--- src/rtl/lstm_pkg.sv ---
`default_nettype none
// ============================================================================
// Module      : lstm_pkg
// Description : Shared constants and sequencer FSM state type for the LSTM
//               layer stack and its sequence controller.
// Revision    : 1.0 - initial release
// ============================================================================
package lstm_pkg;

    localparam int c_default_width  = 16;
    localparam int c_default_layers = 3;

    typedef enum logic [2:0] {
        ST_IDLE  = 3'd0,
        ST_INIT  = 3'd1,
        ST_RUN   = 3'd2,
        ST_DRAIN = 3'd3,
        ST_DONE  = 3'd4
    } seq_state_t;

endpackage
`default_nettype wire

--- src/rtl/lstm_seq_fifo.sv ---
`default_nettype none
// ============================================================================
// Module      : lstm_seq_fifo
// Description : First-word-fall-through result buffer with occupancy count.
// Revision    : 1.0 - initial release
// ============================================================================
module lstm_seq_fifo #(
    parameter int WIDTH = 16,
    parameter int DEPTH = 8
) (
    input  logic                     clk,
    input  logic                     rst,
    input  logic                     push,
    input  logic [WIDTH-1:0]         push_data,
    input  logic                     pop,
    output logic [WIDTH-1:0]         pop_data,
    output logic [$clog2(DEPTH):0]   count,
    output logic                     full
);

    localparam int c_ptr_w = $clog2(DEPTH);

    logic [WIDTH-1:0]   r_mem [DEPTH];
    logic [c_ptr_w-1:0] r_wr_ptr;
    logic [c_ptr_w-1:0] r_rd_ptr;
    logic [c_ptr_w:0]   r_count;
    logic               w_do_push;
    logic               w_do_pop;

    assign full      = (r_count == (c_ptr_w + 1)'(DEPTH));
    assign w_do_push = push && !full;
    assign w_do_pop  = pop && (r_count != '0);
    assign count     = r_count;
    // Data is forced to zero when empty so nothing stale leaks out of reset.
    assign pop_data  = (r_count != '0) ? r_mem[r_rd_ptr] : '0;

    always_ff @(posedge clk or posedge rst) begin
        if (rst) begin
            r_wr_ptr <= '0;
            r_rd_ptr <= '0;
            r_count  <= '0;
        end else begin
            if (w_do_push) r_wr_ptr <= r_wr_ptr + 1'b1;
            if (w_do_pop)  r_rd_ptr <= r_rd_ptr + 1'b1;
            r_count <= r_count + {{c_ptr_w{1'b0}}, w_do_push} - {{c_ptr_w{1'b0}}, w_do_pop};
        end
    end

    always_ff @(posedge clk) begin
        if (w_do_push) r_mem[r_wr_ptr] <= push_data;
    end

endmodule
`default_nettype wire

--- src/rtl/lstm_seq_ctrl.sv ---
`default_nettype none
// ============================================================================
// Module      : lstm_seq_ctrl
// Description : Sequences one LSTM run: state init, credit-limited sample
//               issue to the layer stack, and buffered in-order result output.
// Revision    : 1.0 - initial release
// ============================================================================
module lstm_seq_ctrl
    import lstm_pkg::*;
#(
    parameter int LAYERS = c_default_layers,
    parameter int WIDTH  = c_default_width,
    parameter int LEN_W  = 8,
    parameter int DEPTH  = 8
) (
    input  logic                    clk,
    input  logic                    rst,
    input  logic                    start,
    input  logic [LEN_W-1:0]        cfg_seq_len,
    output logic                    busy,
    output logic                    done,
    input  logic [WIDTH-1:0]        in_data,
    input  logic                    in_valid,
    output logic                    in_ready,
    input  logic                    stk_ready,
    output logic [WIDTH-1:0]        stk_x_in,
    output logic                    stk_x_in_valid,
    output logic [LAYERS*WIDTH-1:0] stk_h_in,
    output logic [LAYERS*WIDTH-1:0] stk_C_in,
    output logic [LAYERS-1:0]       stk_h_in_valid,
    output logic [LAYERS-1:0]       stk_C_in_valid,
    input  logic [WIDTH-1:0]        stk_y_out,
    input  logic                    stk_valid,
    output logic [WIDTH-1:0]        out_data,
    output logic                    out_valid,
    input  logic                    out_ready,
    output logic                    out_last,
    output logic                    err
);

    localparam int c_cnt_w  = LEN_W + 1;
    localparam int c_fcnt_w = $clog2(DEPTH) + 1;
    localparam int c_sum_w  = ((c_cnt_w > c_fcnt_w) ? c_cnt_w : c_fcnt_w) + 1;

    seq_state_t          r_state;
    logic [LEN_W-1:0]    r_len;
    logic [c_cnt_w-1:0]  r_issued;
    logic [c_cnt_w-1:0]  r_inflight;
    logic [c_cnt_w-1:0]  r_received;
    logic                r_busy;
    logic                r_done;
    logic                r_err;

    logic [c_fcnt_w-1:0] w_fifo_count;
    logic                w_fifo_full;
    logic [c_cnt_w-1:0]  w_len_ext;
    logic [c_sum_w-1:0]  w_fill;
    logic                w_can_issue;
    logic                w_issue;
    logic                w_accept;
    logic                w_pop;
    logic                w_init_load;

    assign w_len_ext   = {1'b0, r_len};
    // Credit covers both results still in the stack and results already buffered.
    assign w_fill      = c_sum_w'(r_inflight) + c_sum_w'(w_fifo_count);
    assign w_can_issue = (r_state == ST_RUN) && stk_ready && (r_issued < w_len_ext)
                         && (w_fill < c_sum_w'(DEPTH));
    assign w_issue     = w_can_issue && in_valid;
    assign w_accept    = stk_valid && (r_inflight != '0) && !w_fifo_full;
    assign w_pop       = out_valid && out_ready;
    assign w_init_load = (r_state == ST_INIT) && stk_ready;

    assign in_ready       = w_can_issue;
    assign stk_x_in_valid = w_issue;
    assign stk_x_in       = w_issue ? in_data : '0;
    assign stk_h_in       = '0;
    assign stk_C_in       = '0;
    assign stk_h_in_valid = {LAYERS{w_init_load}};
    assign stk_C_in_valid = {LAYERS{w_init_load}};
    assign out_valid      = (w_fifo_count != '0);
    assign out_last       = out_valid && (r_received == w_len_ext - c_cnt_w'(1));
    assign busy           = r_busy;
    assign done           = r_done;
    assign err            = r_err;

    lstm_seq_fifo #(
        .WIDTH (WIDTH),
        .DEPTH (DEPTH)
    ) u_fifo (
        .clk       (clk),
        .rst       (rst),
        .push      (w_accept),
        .push_data (stk_y_out),
        .pop       (w_pop),
        .pop_data  (out_data),
        .count     (w_fifo_count),
        .full      (w_fifo_full)
    );

    always_ff @(posedge clk or posedge rst) begin
        if (rst) begin
            r_state    <= ST_IDLE;
            r_len      <= '0;
            r_issued   <= '0;
            r_inflight <= '0;
            r_received <= '0;
            r_busy     <= 1'b0;
            r_done     <= 1'b0;
            r_err      <= 1'b0;
        end else begin
            r_done <= 1'b0;
            if (stk_valid && !w_accept) r_err <= 1'b1;
            if (w_issue) r_issued <= r_issued + c_cnt_w'(1);
            if (w_pop)   r_received <= r_received + c_cnt_w'(1);
            case ({w_issue, w_accept})
                2'b10:   r_inflight <= r_inflight + c_cnt_w'(1);
                2'b01:   r_inflight <= r_inflight - c_cnt_w'(1);
                default: r_inflight <= r_inflight;
            endcase

            case (r_state)
                ST_IDLE: begin
                    if (start) begin
                        r_len      <= cfg_seq_len;
                        r_issued   <= '0;
                        r_received <= '0;
                        r_busy     <= 1'b1;
                        if (cfg_seq_len == '0) begin
                            r_state <= ST_DONE;
                            r_done  <= 1'b1;
                        end else begin
                            r_state <= ST_INIT;
                        end
                    end
                end
                ST_INIT: begin
                    if (stk_ready) r_state <= ST_RUN;
                end
                ST_RUN: begin
                    if (w_issue && (r_issued + c_cnt_w'(1) == w_len_ext)) r_state <= ST_DRAIN;
                end
                ST_DRAIN: begin
                    if ((r_inflight == '0) && (w_fifo_count == '0) && (r_received == w_len_ext)) begin
                        r_state <= ST_DONE;
                        r_done  <= 1'b1;
                    end
                end
                ST_DONE: begin
                    r_state <= ST_IDLE;
                    r_busy  <= 1'b0;
                end
                default: begin
                    r_state <= ST_IDLE;
                    r_busy  <= 1'b0;
                end
            endcase
        end
    end

endmodule
`default_nettype wire

--- config.mk ---
export PLATFORM = sky130hd
export DESIGN_NAME = lstm_seq_ctrl
export DESIGN_NICKNAME = d
export VERILOG_FILES = /design/src/rtl/lstm_pkg.sv /design/src/rtl/lstm_seq_fifo.sv /design/src/rtl/lstm_seq_ctrl.sv
export SDC_FILE = /design/constraint.sdc
export NUM_CORES = 1
export LEC_CHECK = 0
export ABC_AREA = 1
export BUFFER_PORTS_ARGS = -buffer_cell sky130_fd_sc_hd__buf_2
export CORE_ASPECT_RATIO = 1.5
export CORE_MARGIN = 2
export CORE_UTILIZATION = 47
export DETAILED_ROUTE_END_ITERATION = 6
export HOLD_SLACK_MARGIN = 0.05
export PLACE_DENSITY = 0.7
export SETUP_SLACK_MARGIN = 0.05
export SLEW_MARGIN = 25
export SYNTH_ARGS = -nofsm -noshare
export SYNTH_HDL_FRONTEND = slang
export SYNTH_SLANG_ARGS = --single-unit
--- constraint.sdc ---
create_clock -name clk -period 3.96 [get_ports clk]
set_input_delay 0.594 -clock clk [delete_from_list [all_inputs] [get_ports clk]]
set_output_delay 0.594 -clock clk [all_outputs]
set_load 0.01 [all_outputs]
# Yosys cells after proc, flatten, opt, wreduce, memory -nomap -nowiden
# Memories as Yosys holds them, arrays and structs flattened.
# Index checks and enable logic that the tools add are counted.
[op_classes]
magnitude_cmp = 2
muxes = 23
reduce_logical = 28
addsub = 10
bitwise = 1
n_eq_ne = 13
[op_table]
columns = ["operator", "count"]
rows = [
  ["two-way mux 9 bit", 6],
  ["two-way mux 16 bit", 2],
  ["adder 9 x 1 -> 9 bit, second input constant", 3],
  ["== test 9 x 8 -> 1 bit", 2],
  ["case mux 9 bit (2 select lines)", 1],
  ["logical AND 1 bit", 15],
  ["two-way mux 3 bit", 5],
  ["case mux 3 bit (4 select lines)", 1],
  ["adder 9 x 4 -> 10 bit", 1],
  ["< comparator 10 x 4 -> 1 bit, second input constant", 1],
  ["== test 9 bit", 1],
  ["logical NOT 9 bit", 1],
  ["< comparator 9 x 8 -> 1 bit", 1],
  ["nonzero test 9 bit", 1],
  ["subtractor 8 x 1 -> 9 bit, second input constant", 1],
  ["subtractor 9 x 1 -> 9 bit, second input constant", 1],
  ["logical NOT 8 bit", 1],
  ["adder 3 x 1 -> 3 bit, second input constant", 2],
  ["== test 3 x 2 -> 1 bit, second input constant", 2],
  ["two-way mux 1 bit", 6],
  ["!= test 2 bit, second input constant", 3],
  ["adder 4 x 1 -> 4 bit", 1],
  ["== test 4 bit, second input constant", 1],
  ["logical NOT 4 bit", 1],
  ["other kinds (14)", 17],
]
[word_totals]
ram_bits = 128
word_cells = 89
memories = 1
input_bits = 47
output_inout_bits = 141
reg_bits = 51
[memory_table]
columns = ["name", "words", "width", "read_ports", "rd_ports_with_merged_regs", "write_ports", "line", "rtl"]
rows = [
  ["u_fifo.r_mem", 8, 16, 1, 0, 1, "lstm_seq_fifo.sv:23", "logic [WIDTH-1:0] r_mem [DEPTH];"],
]

# Logic depth before layout (Yosys ltp)
# Gate-level depths: netlist of the first run.
[logic_depth]
word_depth = 8
mapped_depth = 27
mapped_depth_nobuf = 26

# Hierarchy
# Synthesis of the first run repeated with hierarchy kept, for this count alone.
[hier_totals]
hier_cells = 1158
area_unflattened_um2 = 10067.2
[modules_own_cells]
columns = ["mod", "cells_each", "area_each_um2", "seq_area_each_um2", "instances"]
rows = [
  ["lstm_seq_fifo", 626, 6232.2, 4093.9, 1],
  ["lstm_seq_ctrl", 532, 3834.9, 1026.0, 1],
]

# Worst setup path after synthesis of the first run
# Ideal clock, no wire load.
[synth_path]
kind = "register -> register"
startpoint = "register r_issued[2]"
endpoint = "register r_inflight[7]"
period_less_slack_ns = 3.340
required_time_ns = 3.824
path_slack_ns = 0.620
n_path_buf = 1
path_stages_with_launch = 25
setup_time_ns = 0.136
t_arrival_ns = 3.204
path_cell_list = "dfrtp_1 > ha_1 > nand3_1 > nand2_1 > nand2_1 > nand2_1 > nand2_1 > nand2_1 > nand2_1 > nand2_1 > nand2_1 > nand3_2 > clkbuf_1 > ha_1 > ha_1 > a21oi_1 > nand2_1 > nand2_1 > nand2_1 > a21oi_1 > nor2_1 > o21ai_0 > nand3b_1 > nand3_1 > o21ai_0"
[synth_between]
elab_chain_cells = 6
elab_cells_between_ends = 8
classes_between = "1 x order compare; 2 x eq/ne; 1 x mux; 4 x reduce/logical"
[synth_lines]
columns = ["element", "line", "rtl"]
rows = [
  ["from (decl)", "lstm_seq_ctrl.sv:47", "logic [c_cnt_w-1:0] r_issued;"],
  ["from (signal assigned)", "lstm_seq_ctrl.sv:114", "if (w_issue) r_issued <= r_issued + c_cnt_w'(1);"],
  ["< comparator 9 x 8 -> 1 bit (*)", "lstm_seq_ctrl.sv:67", "assign w_can_issue = (r_state == ST_RUN) && stk_ready && (r_issued < w_len_ext)"],
  ["logical AND 1 bit (*)", "lstm_seq_ctrl.sv:67", ""],
  ["logical AND 1 bit (*)", "lstm_seq_ctrl.sv:68", "&& (w_fill < c_sum_w'(DEPTH));"],
  ["logical AND 1 bit (*)", "lstm_seq_ctrl.sv:69", "assign w_issue = w_can_issue && in_valid;"],
  ["== test 2 x 1 -> 1 bit or == test 2 bit (tied branches)", "lstm_seq_ctrl.sv:116", "case ({w_issue, w_accept})"],
  ["case mux 9 bit (2 select lines) or nonzero test 2 bit (tied branches)", "--", ""],
  ["to (signal assigned)", "lstm_seq_ctrl.sv:117", "2'b10: r_inflight <= r_inflight + c_cnt_w'(1);"],
  ["to (signal assigned)", "lstm_seq_ctrl.sv:118", "2'b01: r_inflight <= r_inflight - c_cnt_w'(1);"],
  ["to (signal assigned)", "lstm_seq_ctrl.sv:119", "default: r_inflight <= r_inflight;"],
  ["to (decl)", "lstm_seq_ctrl.sv:48", "logic [c_cnt_w-1:0] r_inflight;"],
]
# Mark *: on every way between the ends. The rest lies on a longest branch, timed or not.
# A chain may end at the register's enable or synchronous reset.

# Final worst setup path of the first run
[layout_path]
startpoint = "register r_issued[2]"
endpoint = "register r_inflight[8]"
# The elaborated chain is that of the path after synthesis.

==> out/qor.yml, run 1 <==
grt_overflow: 0
start_util_pct: 48.1
cts.clk_slew.worst_paths_ns: 0.07
grt_pass1_vias: 6111
cts_setup_buffers: 0
path_cells: "ha_1 -> a21oi_1 -> nand2_1 -> nand2_1 -> nand2_1 -> nand2_1 -> nand2_1 -> nand2_1 -> nand2_1 -> nand2_1 -> nand3_2 -> ha_1 -> ha_1 -> a21oi_1 -> nand2_1 -> nand2_1 -> nand2_1 -> a21oi_1 -> nor2_1 -> o21ai_0 -> a21o_1 -> nand2_1 -> nand2_1 -> nand2_1"
powerDensity_mw_per_mm2: 712
post-route-drc-count: 0
required_ns: 4.29
vias: 6506
synth_area_mm2: 0.00922
end_kind: "flip-flop"
multi_input_area_mm2: 0.00325
clk_latency_ns: 0.43
dp_cells: 1262
clock-sinks: 179
setup_violations: 0
hold_violations: 0
io_buffer_count: 91
cts_tree: "built"
max_stage_delay_ns: 0.48
cp_max_fo: 9
antenna_found_initial: 1
syn_to_final_growth_pct: 10.2
wire_per_inst_um: 14.5
ys.flop_type: "edfxtp_1"
synth-seq-area-share_pct: 55.6
routed_wl_um: 18800
ys_async_sr_fraction_pct: 28.5
worstMarginPinSlew_ns: 0.796
timing.rr.start: "r_issued[2]"
synth-edff-count: 128
die_h_um: 176
synthCells: 940
hpwl_um: 12300
r2r_setup_slack_ns: 0.53
clockBufferDepth: 2
pin_count: 188
p_leak_nw: 4.40
final_common_cell: "nor2_1"
numCtsBuffers: 17
outcome: "complete, no violations"
die_area_mm2: 0.0208
crit_type: "flip-flop to flip-flop"
synth_cell_types: 41
cts_root_buf: "clkbuf_16"
arrival_ns: 3.76
r2r.worst_path.cells: 24
layout_min_cycle_time_ns: 3.43
drtPass1Iterations: 5
rsz0062_at_grt: "false"
finClkSkew_ns: 0.00717
fin_nets: 1104
grt_max_degree: 66
drt_first_iter_violations: 390
h-tree-depth: 4
fin_setup_tns_ns: 0
max_freq_ghz: 0.291
die_x_um: 118
core_region_area_mm2: 0.0192
syn_area_per_cell_um2: 9.80
track_usage_pct: 18.3
peakVddDrop_mv: 0.324
relSlewSlack_pct: 46.9
fin_crit_sh_pct: 86.7
cp_common_cell: "nand2_1"
worstSetupStartpointType: "flip-flop"
regArea_mm2: 0.00512
grt_pass1_wl_um: 29900
cp_slowest_cell: "dfrtp_1"
nFillCells: 1688
instances_no_fill: 1295
ant_nets: 0
layout_common_cells: "nor2_1 (147), edfxtp_1 (128), o21ai_0 (106), nand2_1 (99), conb_1 (96)"
cap_violations: 0
drive_above_1_share_pct: 15.2
ys_ff_latch: 179
yosysWarnings: 0
place.gp.congestion: 0.835
hold_class: "input pin to asynchronous set/reset pin"
rows: 62
viasPerCell: 5.02
rr_endpoint: "r_inflight[8]"
final_max_slew_viol_count: 0
synth_stat cells, types with 2 or more instances:
cell type	count	area (um^2)
nor2_1	147	552
edfxtp_1	128	3840
o21ai_0	107	536
buf_4	102	766
nand2_1	99	372
inv_1	79	297
dfrtp_1	51	1280
ha_1	30	375
clkbuf_1	29	109
a21oi_1	26	130
nand3_1	25	125
o22ai_1	20	125
a31oi_1	19	119
xnor2_1	11	96.3
xor2_1	10	87.6
nand4_1	7	43.8
nor3_1	7	35.0
o21ai_1	6	30.0
nand3_2	3	30.0
nor2_2	3	18.8
nor4_1	3	18.8
o21bai_1	3	22.5
a21o_1	2	15.0
clkbuf_2	2	10.0
fa_1	2	40.0
nand2_2	2	12.5
nand3b_1	2	15.0
or2_2	2	12.5
worst max-delay path: cells and delay by family, from the launching register on:
family | cells | cell delay (ns)
adder cells (fa/ha/maj) | 3 | 1.05
AND/OR/NAND/NOR | 16 | 0.98
AO/OA/AOI/OAI | 5 | 0.82
flip-flops | 1 | 0.48
layer usage:
layer / track usage (%) / vias to the layer above / routed length [um]
li1: - / 3164 / -
met1: 20.6 / 3115 / 7290
met2: 34.0 / 201 / 10100
met3: 3.80 / 26 / 991
met4: 6.33 / 0 / 335
met5: 0 / - / 0
power by group:
group / leakage [nW] / internal, mW / total [mW] / switching, mW
logic: 2.31 / 1.05 / 2.93 / 1.89
clock network: 0.281 / 0.846 / 1.63 / 0.788
registers: 1.80 / 2.43 / 2.67 / 0.239
total: 4.40 / 4.32 / 7.23 / 2.92
final cells by class:
cell class,instances,area share (%)
repair buffers,106,5.72
multi-input cells,640,32.0
flip-flops and latches,179,50.4
inverters,81,3.01
well taps,256,3.15
clock inverters,15,1.52
clock buffers,17,4.19
diodes,1,0.0246
flip-flops by register name, indices dropped and copies added (netlist names), 3 cells and up:
name	cells
u_fifo.r_mem	128
r_inflight	9
r_issued	9
r_received	9
r_len	8
u_fifo.count	4
r_state	3
u_fifo.r_rd_ptr	3
u_fifo.r_wr_ptr	3
through the flow:
stage | hold slack (ns) | total power, mW | setup WS (ns) | area, um^2 | util, %
final | 0.265 | 7.23 | 0.528 | 10200 | 53.0
after global routing | 0.317 | 7.83 | 0.126 | 10200 | 53.0
after CTS | 0.276 | 7.30 | 0.456 | 10200 | 53.0
after detailed placement | 0.447 | 5.64 | 0.465 | 9570 | 50.0
after global placement | 0.436 | 5.55 | 0.614 | 9570 | 50.0
after floorplan | 0.463 | 4.84 | 0.620 | 9570 | -
what timing repair did:
item	CTS	global route
gates resized for setup	0	1
hold buffers	0	0
hold endpoints to repair	0	0
endpoints found under the setup margin	0	1
worst max path at each step:
stage	start	to	slack (ns)
6_report	r_issued[2]	r_inflight[8]	0.53
5_1_grt	r_len[2]	r_inflight[7]	0.13
4_1_cts	r_len[2]	r_inflight[7]	0.46
3_5_place_dp	r_len[2]	r_inflight[7]	0.47
3_3_place_gp	r_len[2]	r_inflight[8]	0.61
2_1_floorplan	r_issued[2]	r_inflight[7]	0.62
cell families (layout without fill, tap and decap cells):
family                     count (synthesis)  count (layout)  synth area share (%)
and+or+nand+nor                          303             303                  13.7
buffers and inverters                    216             219                  13.1
AOI/OAI and AO/OA                        188             188                  11.1
DFF                                      179             179                  55.6
adders and majority gates                 32              32                  4.51
xor gates and xnor gates                  21              21                  2.00
other                                      1              97                0.0407
Note: power is estimated with default switching activity, not from simulation.
==> inputs of run 2 (changes only) <==
ABC_AREA = default   (was 1)
==> run 2 against run 1 <==
Compared with the run above: worst setup slack got worse by 0.075 ns; first-iteration DRC count down 22%; utilization grew 0.52 points; fmax decreased by 2.1%; clock skew rose by 0.0064 ns; combinational power decreased by 11%; register-to-register slack worse by 0.07 ns; sequential power grew 6%; critical path type unchanged; critical endpoint unchanged.
==> out/qor.yml, run 2 <==
drt_first_iter_violations: 306  # -22%
internal_power_mw: 4.48  # +3.8%
grt_max_degree: 35  # -47%
pwr-share-seq_pct: 40.1  # +3.2 points
dpl_cell_area_mm2: 0.00970  # +1.3%
powerDensity_mw_per_mm2: 686  # -3.7%
worstSetupStartpointType: "flip-flop"
r2r_setup_slack_ns: 0.45  # -0.07 ns
power.total_mw: 7.07  # -2.3%
power_switching_share_pct: 36.6  # -3.7 points
place.gp.congestion: 0.892  # +6.8%
die_area_mm2: 0.0209  # +0.62%
clock-sinks: 179  # unchanged
layout_common_cells: "edfxtp_1 (128), conb_1 (96), buf_2 (91), dfrtp_1 (49), nand2_1 (43)"
ys_async_sr_fraction_pct: 28.5  # unchanged
highest_layer: "met5"
die_x_um: 119  # +0.31%
outcome: "complete, no violations"
final_common_cell: "edfxtp_1"
syn_area_per_cell_um2: 12.8  # +31%
h-tree-depth: 4  # unchanged
max_freq_ghz: 0.285  # -2.1%
p_leak_nw: 4.16  # -5.4%
clockBufferDepth: 2  # unchanged
cts_tree: "built"
wire_per_inst_um: 16.9  # +17%
antenna_found_initial: 1  # unchanged
synth_top_area_cell: "edfxtp_1"
ys_ff_latch: 179  # unchanged
yosysWarnings: 0  # unchanged
routed_wl_um: 18300  # -2.6%
worstMarginPinSlew_ns: 0.883  # +0.0874 ns
drive_above_1_share_pct: 23.9  # +8.7 points
peakVddDrop_mv: 0.418  # +29%
relSlewSlack_pct: 40.6  # -6.3 points
setup_violations: 0  # unchanged
final_max_slew_viol_count: 0  # unchanged
antenna_cells: 0  # -1
crit_path_end: "r_inflight[8]"
hpwl_um: 12500  # +1.4%
fin_setup_tns_ns: 0  # unchanged
grt_pass1_vias: 5405  # -12%
synth_cell_types: 60  # +46%
cts.clk_slew.worst_paths_ns: 0.08  # about the same
arrival_ns: 3.80  # +0.04 ns
syn_to_final_growth_pct: 11.0
core_region_area_mm2: 0.0192  # +0.40%
nFillCells: 1645  # -2.5%
vias: 5580  # -14%
rr_endpoint: "r_inflight[8]"
regArea_mm2: 0.00512  # about the same
largest_reg_flops: 128  # unchanged
cp_common_cell: "ha_1"
rows: 62  # unchanged
clk_latency_ns: 0.43  # about the same
yosys-top-cells-count: "edfxtp_1 (128), buf_4 (102), dfrtp_1 (51)"
cap_violations: 0  # unchanged
power.share.clock_pct: 23.2  # +0.6 points
crit_path_start: "r_len[6]"
multi_input_area_mm2: 0.00355  # +9.4%
layout_min_cycle_time_ns: 3.51  # +0.0749 ns
crit_type: "flip-flop to flip-flop"
die_h_um: 176  # +0.31%
m1WireLength_um: 6860  # -5.8%
viasPerCell: 5.15  # +2.6%
io_buffer_count: 91  # unchanged
required_ns: 4.25  # -0.04 ns
grt_pass1_wl_um: 28900  # -3.3%
start_util_pct: 48.2  # +0.11 points
ant_nets: 0  # unchanged
ys.flop_type: "edfxtp_1"
track_usage_pct: 18.0  # -0.25 points
r2r.worst_path.cells: 15  # -38%
grt_overflow: 0  # unchanged
dp_slack_ns: 0.409  # -0.0562 ns
post-route-drc-count: 0  # unchanged
end_kind: "flip-flop"
rsz0062_at_grt: "false"
finClkSkew_ns: 0.0136  # +0.00645 ns
wl_met2_um: 9830  # -3.0%
hold_class: "input pin to asynchronous set/reset pin"
layout_setup_ws_ns: 0.453  # -0.0749 ns
cp_max_fo: 9  # unchanged
design_area_mm2: 0.0103  # +1.4%
cts_root_buf: "clkbuf_16"
pin_count: 188  # unchanged
combPwrFrac_pct: 36.7  # -3.9 points
numCtsBuffers: 17  # unchanged
synth_area_leaders: "edfxtp_1 (41%), dfrtp_1 (14%), buf_4 (8.3%)"
hold_slack_ns: 0.272  # +0.00747 ns
synth-edff-count: 128  # unchanged
timing.rr.start: "r_len[6]"
drtPass1Iterations: 7  # +2
fin_crit_sh_pct: 88.6  # +1.9 points
hold_buffers: 0  # unchanged
synth_top_area_share_pct: 41.4  # -0.26 points
largest_register: "u_fifo.r_mem"
synthCells: 723  # -23%
switching_power_mw: 2.59  # -11%
yosysMostFrequentCell: "edfxtp_1"
synth-seq-area-share_pct: 55.2  # -0.35 points
met3_length_um: 1110  # +12%
fin_nets: 894  # -19%
hold_violations: 0  # unchanged
max_stage_delay_ns: 0.40  # -0.08 ns
synth_area_mm2: 0.00928  # +0.64%
path_cells: "inv_1 -> ha_1 -> a211o_1 -> nor3_2 -> o211a_4 -> inv_4 -> ha_1 -> buf_4 -> ha_1 -> a21o_1 -> a21oi_2 -> o211ai_1 -> and3_1 -> o31ai_1 -> o41ai_1"
cp_slowest_cell: "dfrtp_1"
cts_setup_buffers: 0  # unchanged
==> run 2: timing repair <==
action,CTS,global route
endpoints found under the setup margin,0,1
resized for setup,0,1
hold endpoints to repair,0,0
==> run 2: cell families after synthesis <==
logic type | after synthesis | synth area share (%)
AOI/OAI and AO/OA | 79 | 5.48
xor gates and xnor gates | 45 | 4.25
adders and majority gates | 32 | 4.48
buffers and inverters | 160 | 10.8
DFF | 179 | 55.2
muxes | 52 | 9.97
other | 1 | 0.0404
and+or+nand+nor | 175 | 9.81
==> run 2: power groups by stage <==
| stage | combinational [mW] | clock (mW) | sequential (mW) |
|---|---|---|---|
| floorplan | 2.13 | 0 | 2.65 |
| global placement | 2.58 | 0 | 2.85 |
| detailed placement | 2.61 | 0 | 2.87 |
| CTS | 2.63 | 1.68 | 2.84 |
| global route | 2.92 | 1.75 | 2.89 |
| finish | 2.60 | 1.64 | 2.83 |
==> run 2: metrics by stage <==
step                      utilization [%]  instances
after floorplan                         -        818
after global placement               50.4       1052
after detailed placement             50.4       1052
after CTS                            53.5       1083
after global routing                 53.5       1083
final                                53.5       1083
==> run 2: critical path: cells and delay by family (launching register included) <==
family / cells / cell delay (ns)
flip-flops: 1 / 0.40
AO/OA/AOI/OAI: 7 / 1.35
adder cells (fa/ha/maj): 3 / 0.85
AND/OR/NAND/NOR: 2 / 0.45
buffers and inverters: 3 / 0.33
==> run 2: layout make-up <==
type                       count  share of cell area (%)
sequential                   179                    49.7
multi-input combinational    479                    34.5
inverter                      26                   0.972
tap                          256                    3.11
clock inverter                14                    1.58
clock buffer                  17                    4.13
timing repair buffer         112                    5.95
==> run 2: how the worst min path moves through the flow <==
| stage | endpoint | cells past startpoint | slack [ns] |
|---|---|---|---|
| 2_1_floorplan | r_inflight[8] | 1 | 0.45 |
| 3_3_place_gp | err | 1 | 0.46 |
| 3_5_place_dp | err | 1 | 0.46 |
| 4_1_cts | r_state[2] | 2 | 0.29 |
| 5_1_grt | r_state[2] | 2 | 0.33 |
| 6_report | r_state[2] | 2 | 0.27 |
==> run 2: per-layer routing <==
metal / vias to the layer above / GRT usage (%)
li1: 2612 / -
met1: 2717 / 20.4
met2: 216 / 32.7
met3: 33 / 4.17
met4: 2 / 7.09
met5: - / 0
==> inputs of run 3 (changes only) <==
CTS_BUF_LIST = sky130_fd_sc_hd__clkbuf_8   (was default)
SYNTH_HIERARCHICAL = 1   (was default)
==> run 3 against run 2 <==
Compared with the run above: design area shrank 1.6%; synthesized area up 0.53%; final cell count did not move; sequential share of layout area grew 0.80 points; non-clock buffer count grew 2; count of clock-buffer cells in the layout is the same; total power shrank 6.0%; fmax decreased by 2.4%; critical path depth unchanged; critical endpoint unchanged; highest routed layer is now met4.
==> out/qor.yml, run 3 <==
outcome: "complete, no violations"
cp_max_fo: 12  # +3
met3_length_um: 763  # -31%
clk_latency_ns: 0.46  # +0.03 ns
fin_crit_sh_pct: 90.7  # +2.2 points
pin_count: 188  # unchanged
dp_slack_ns: 0.186  # -0.223 ns
syn_to_final_growth_pct: 8.68
worstSetupStartpointType: "flip-flop"
drtPass1Iterations: 4  # -3
layout_common_cells: "edfxtp_1 (128), conb_1 (96), buf_2 (91), dfrtp_1 (49), nand2_1 (34)"
viasPerCell: 5.14  # -0.14%
yosysMostFrequentCell: "edfxtp_1"
layout_setup_ws_ns: 0.367  # -0.0861 ns
arrival_ns: 3.94  # +0.14 ns
end_kind: "flip-flop"
drive_above_1_share_pct: 23.5  # -0.49 points
core_region_area_mm2: 0.0196  # +2.0%
synth_top_area_share_pct: 41.2  # -0.22 points
rows: 63  # +1.6%
track_usage_pct: 17.3  # -0.77 points
required_ns: 4.30  # +0.05 ns
routed_wl_um: 17700  # -3.2%
grt_pass1_wl_um: 27800  # -3.7%
largest_register: "u_fifo/r_mem"
hold_class: "input pin to asynchronous set/reset pin"
antenna_cells: 0  # unchanged
ys.flop_type: "edfxtp_1"
start_util_pct: 47.5  # -0.71 points
ant_nets: 0  # unchanged
synth_area_mm2: 0.00932  # +0.53%
cp_common_cell: "ha_1"
vias: 5572  # -0.14%
wire_per_inst_um: 16.3  # -3.2%
cts.clk_slew.worst_paths_ns: 0.11  # +0.03 ns
cts_root_buf: "clkbuf_8"
yosysWarnings: 6  # +6
h-tree-depth: 4  # unchanged
io_buffer_count: 91  # unchanged
largest_reg_flops: 128  # unchanged
final_max_slew_viol_count: 0  # unchanged
cap_violations: 0  # unchanged
synth_area_leaders: "edfxtp_1 (41%), dfrtp_1 (14%), buf_4 (8.3%)"
antenna_found_initial: 0  # -1
r2r_setup_slack_ns: 0.37  # -0.09 ns
synth_top_area_cell: "edfxtp_1"
wl_met2_um: 9800  # -0.30%
path_cells: "inv_1 -> ha_1 -> a211oi_1 -> nand2_1 -> o221ai_2 -> and3_1 -> inv_1 -> ha_1 -> buf_4 -> ha_1 -> a211oi_1 -> o21bai_1 -> a31oi_2 -> o21ai_0 -> a221o_1"
max_freq_ghz: 0.278  # -2.4%
synth-edff-count: 128  # unchanged
rsz0062_at_grt: "false"
clock-sinks: 179  # unchanged
cts_tree: "built"
crit_type: "flip-flop to flip-flop"
die_x_um: 119  # +0.25%
relSlewSlack_pct: 48.4  # +7.8 points
place.gp.congestion: 0.834  # -6.5%
clockBufferDepth: 2  # unchanged
syn_area_per_cell_um2: 13.1  # +2.2%
hold_violations: 0  # unchanged
highest_layer: "met4"
max_stage_delay_ns: 0.44  # +0.04 ns
m1WireLength_um: 6880  # +0.29%
fin_setup_tns_ns: 0  # unchanged
design_area_mm2: 0.0101  # -1.6%
final_common_cell: "edfxtp_1"
grt_pass1_vias: 5462  # +1.1%
post-route-drc-count: 0  # unchanged
worstMarginPinSlew_ns: 0.775  # -0.108 ns
grt_max_degree: 42  # +20%
power.total_mw: 6.64  # -6.0%
fin_nets: 889  # -0.56%
ys_async_sr_fraction_pct: 28.5  # unchanged
drt_first_iter_violations: 271  # -11%
cp_slowest_cell: "dfrtp_2"
die_area_mm2: 0.0210  # +0.51%
synth_cell_types: 64  # +6.7%
grt_overflow: 0  # unchanged
peakVddDrop_mv: 0.316  # -24%
dpl_cell_area_mm2: 0.00974  # +0.40%
powerDensity_mw_per_mm2: 656  # -4.5%
ys_ff_latch: 179  # unchanged
p_leak_nw: 4.15  # -0.20%
numCtsBuffers: 17  # unchanged
layout_min_cycle_time_ns: 3.59  # +0.0861 ns
yosys-top-cells-count: "edfxtp_1 (128), buf_4 (103), dfrtp_1 (51)"
setup_violations: 0  # unchanged
die_h_um: 177  # +0.26%
synth-seq-area-share_pct: 54.9  # -0.29 points
hpwl_um: 12200  # -1.9%
finClkSkew_ns: 0.0143  # +0.000705 ns
synthCells: 711  # -1.7%
## run 3: final timing paths
kind	startpoint	cells after the start	to
hold reg to reg	err	1	err
setup / recovery	r_len[4]	15	r_inflight[8]
hold / removal	rst	2	u_fifo/r_wr_ptr[1]
setup reg to reg	r_len[4]	15	r_inflight[8]
min in group clk	cfg_seq_len[3]	3	r_len[3]
max in group asynchronous	rst	3	r_len[4]
## run 3: logic make-up (layout without fill, tap and decap cells)
kind of cell / Yosys count / count (layout) / synth area share (%)
AOI/OAI and AO/OA: 85 / 85 / 6.40
xor gates and xnor gates: 42 / 42 / 4.11
adders and majority gates: 32 / 32 / 4.46
buffers and inverters: 156 / 173 / 11.1
DFF: 179 / 179 / 54.9
muxes: 43 / 43 / 8.95
other: 1 / 96 / 0.0402
and+or+nand+nor: 173 / 173 / 10.1
## run 3: critical path: cells and delay by family (launching register included)
| family | cells | cell delay [ns] |
|---|---|---|
| simple gates | 2 | 0.33 |
| compound gates | 7 | 1.45 |
| flops | 1 | 0.44 |
| buf+inv | 3 | 0.35 |
| fa+ha+maj | 3 | 0.88 |
## run 3: layer usage
layer / vias up / track usage, %
met5: - / 0
met3: 17 / 3.52
met2: 154 / 32.5
met4: 0 / 5.26
li1: 2631 / -
met1: 2770 / 19.4
## run 3: final cells by class
cell class                      instances  area, um^2
Inverter                               27         101
Fill cell                            1706        9490
Tap cell                              260         325
Sequential cell                       179        5120
Clock inverter                         15         145
Clock buffer                           17         234
Timing Repair Buffer                  114         653
Multi-Input combinational cell        471        3550
## run 3: stage by stage
stage               std cells  utilization (%)  hold slack, ns
finish                   1083             51.6           0.130
detailed placement       1051             49.6           0.459
CTS                      1083             51.6           0.114
global placement         1051             49.6           0.448
floorplan                 806                -           0.430
global route             1083             51.6           0.124
## run 3: timing repair
| item | 4_1_cts | 5_1_grt |
|---|---|---|
| gates resized for setup | 0 | 5 |
| hold buffers | 0 | 0 |
| setup endpoints to repair | 0 | 2 |
| setup buffers | 0 | 0 |
## run 3: where the power goes
part / switching (mW) / internal, mW
Combinational: 1.39 / 1.31
Clock: 0.713 / 0.465
Sequential: 0.352 / 2.42
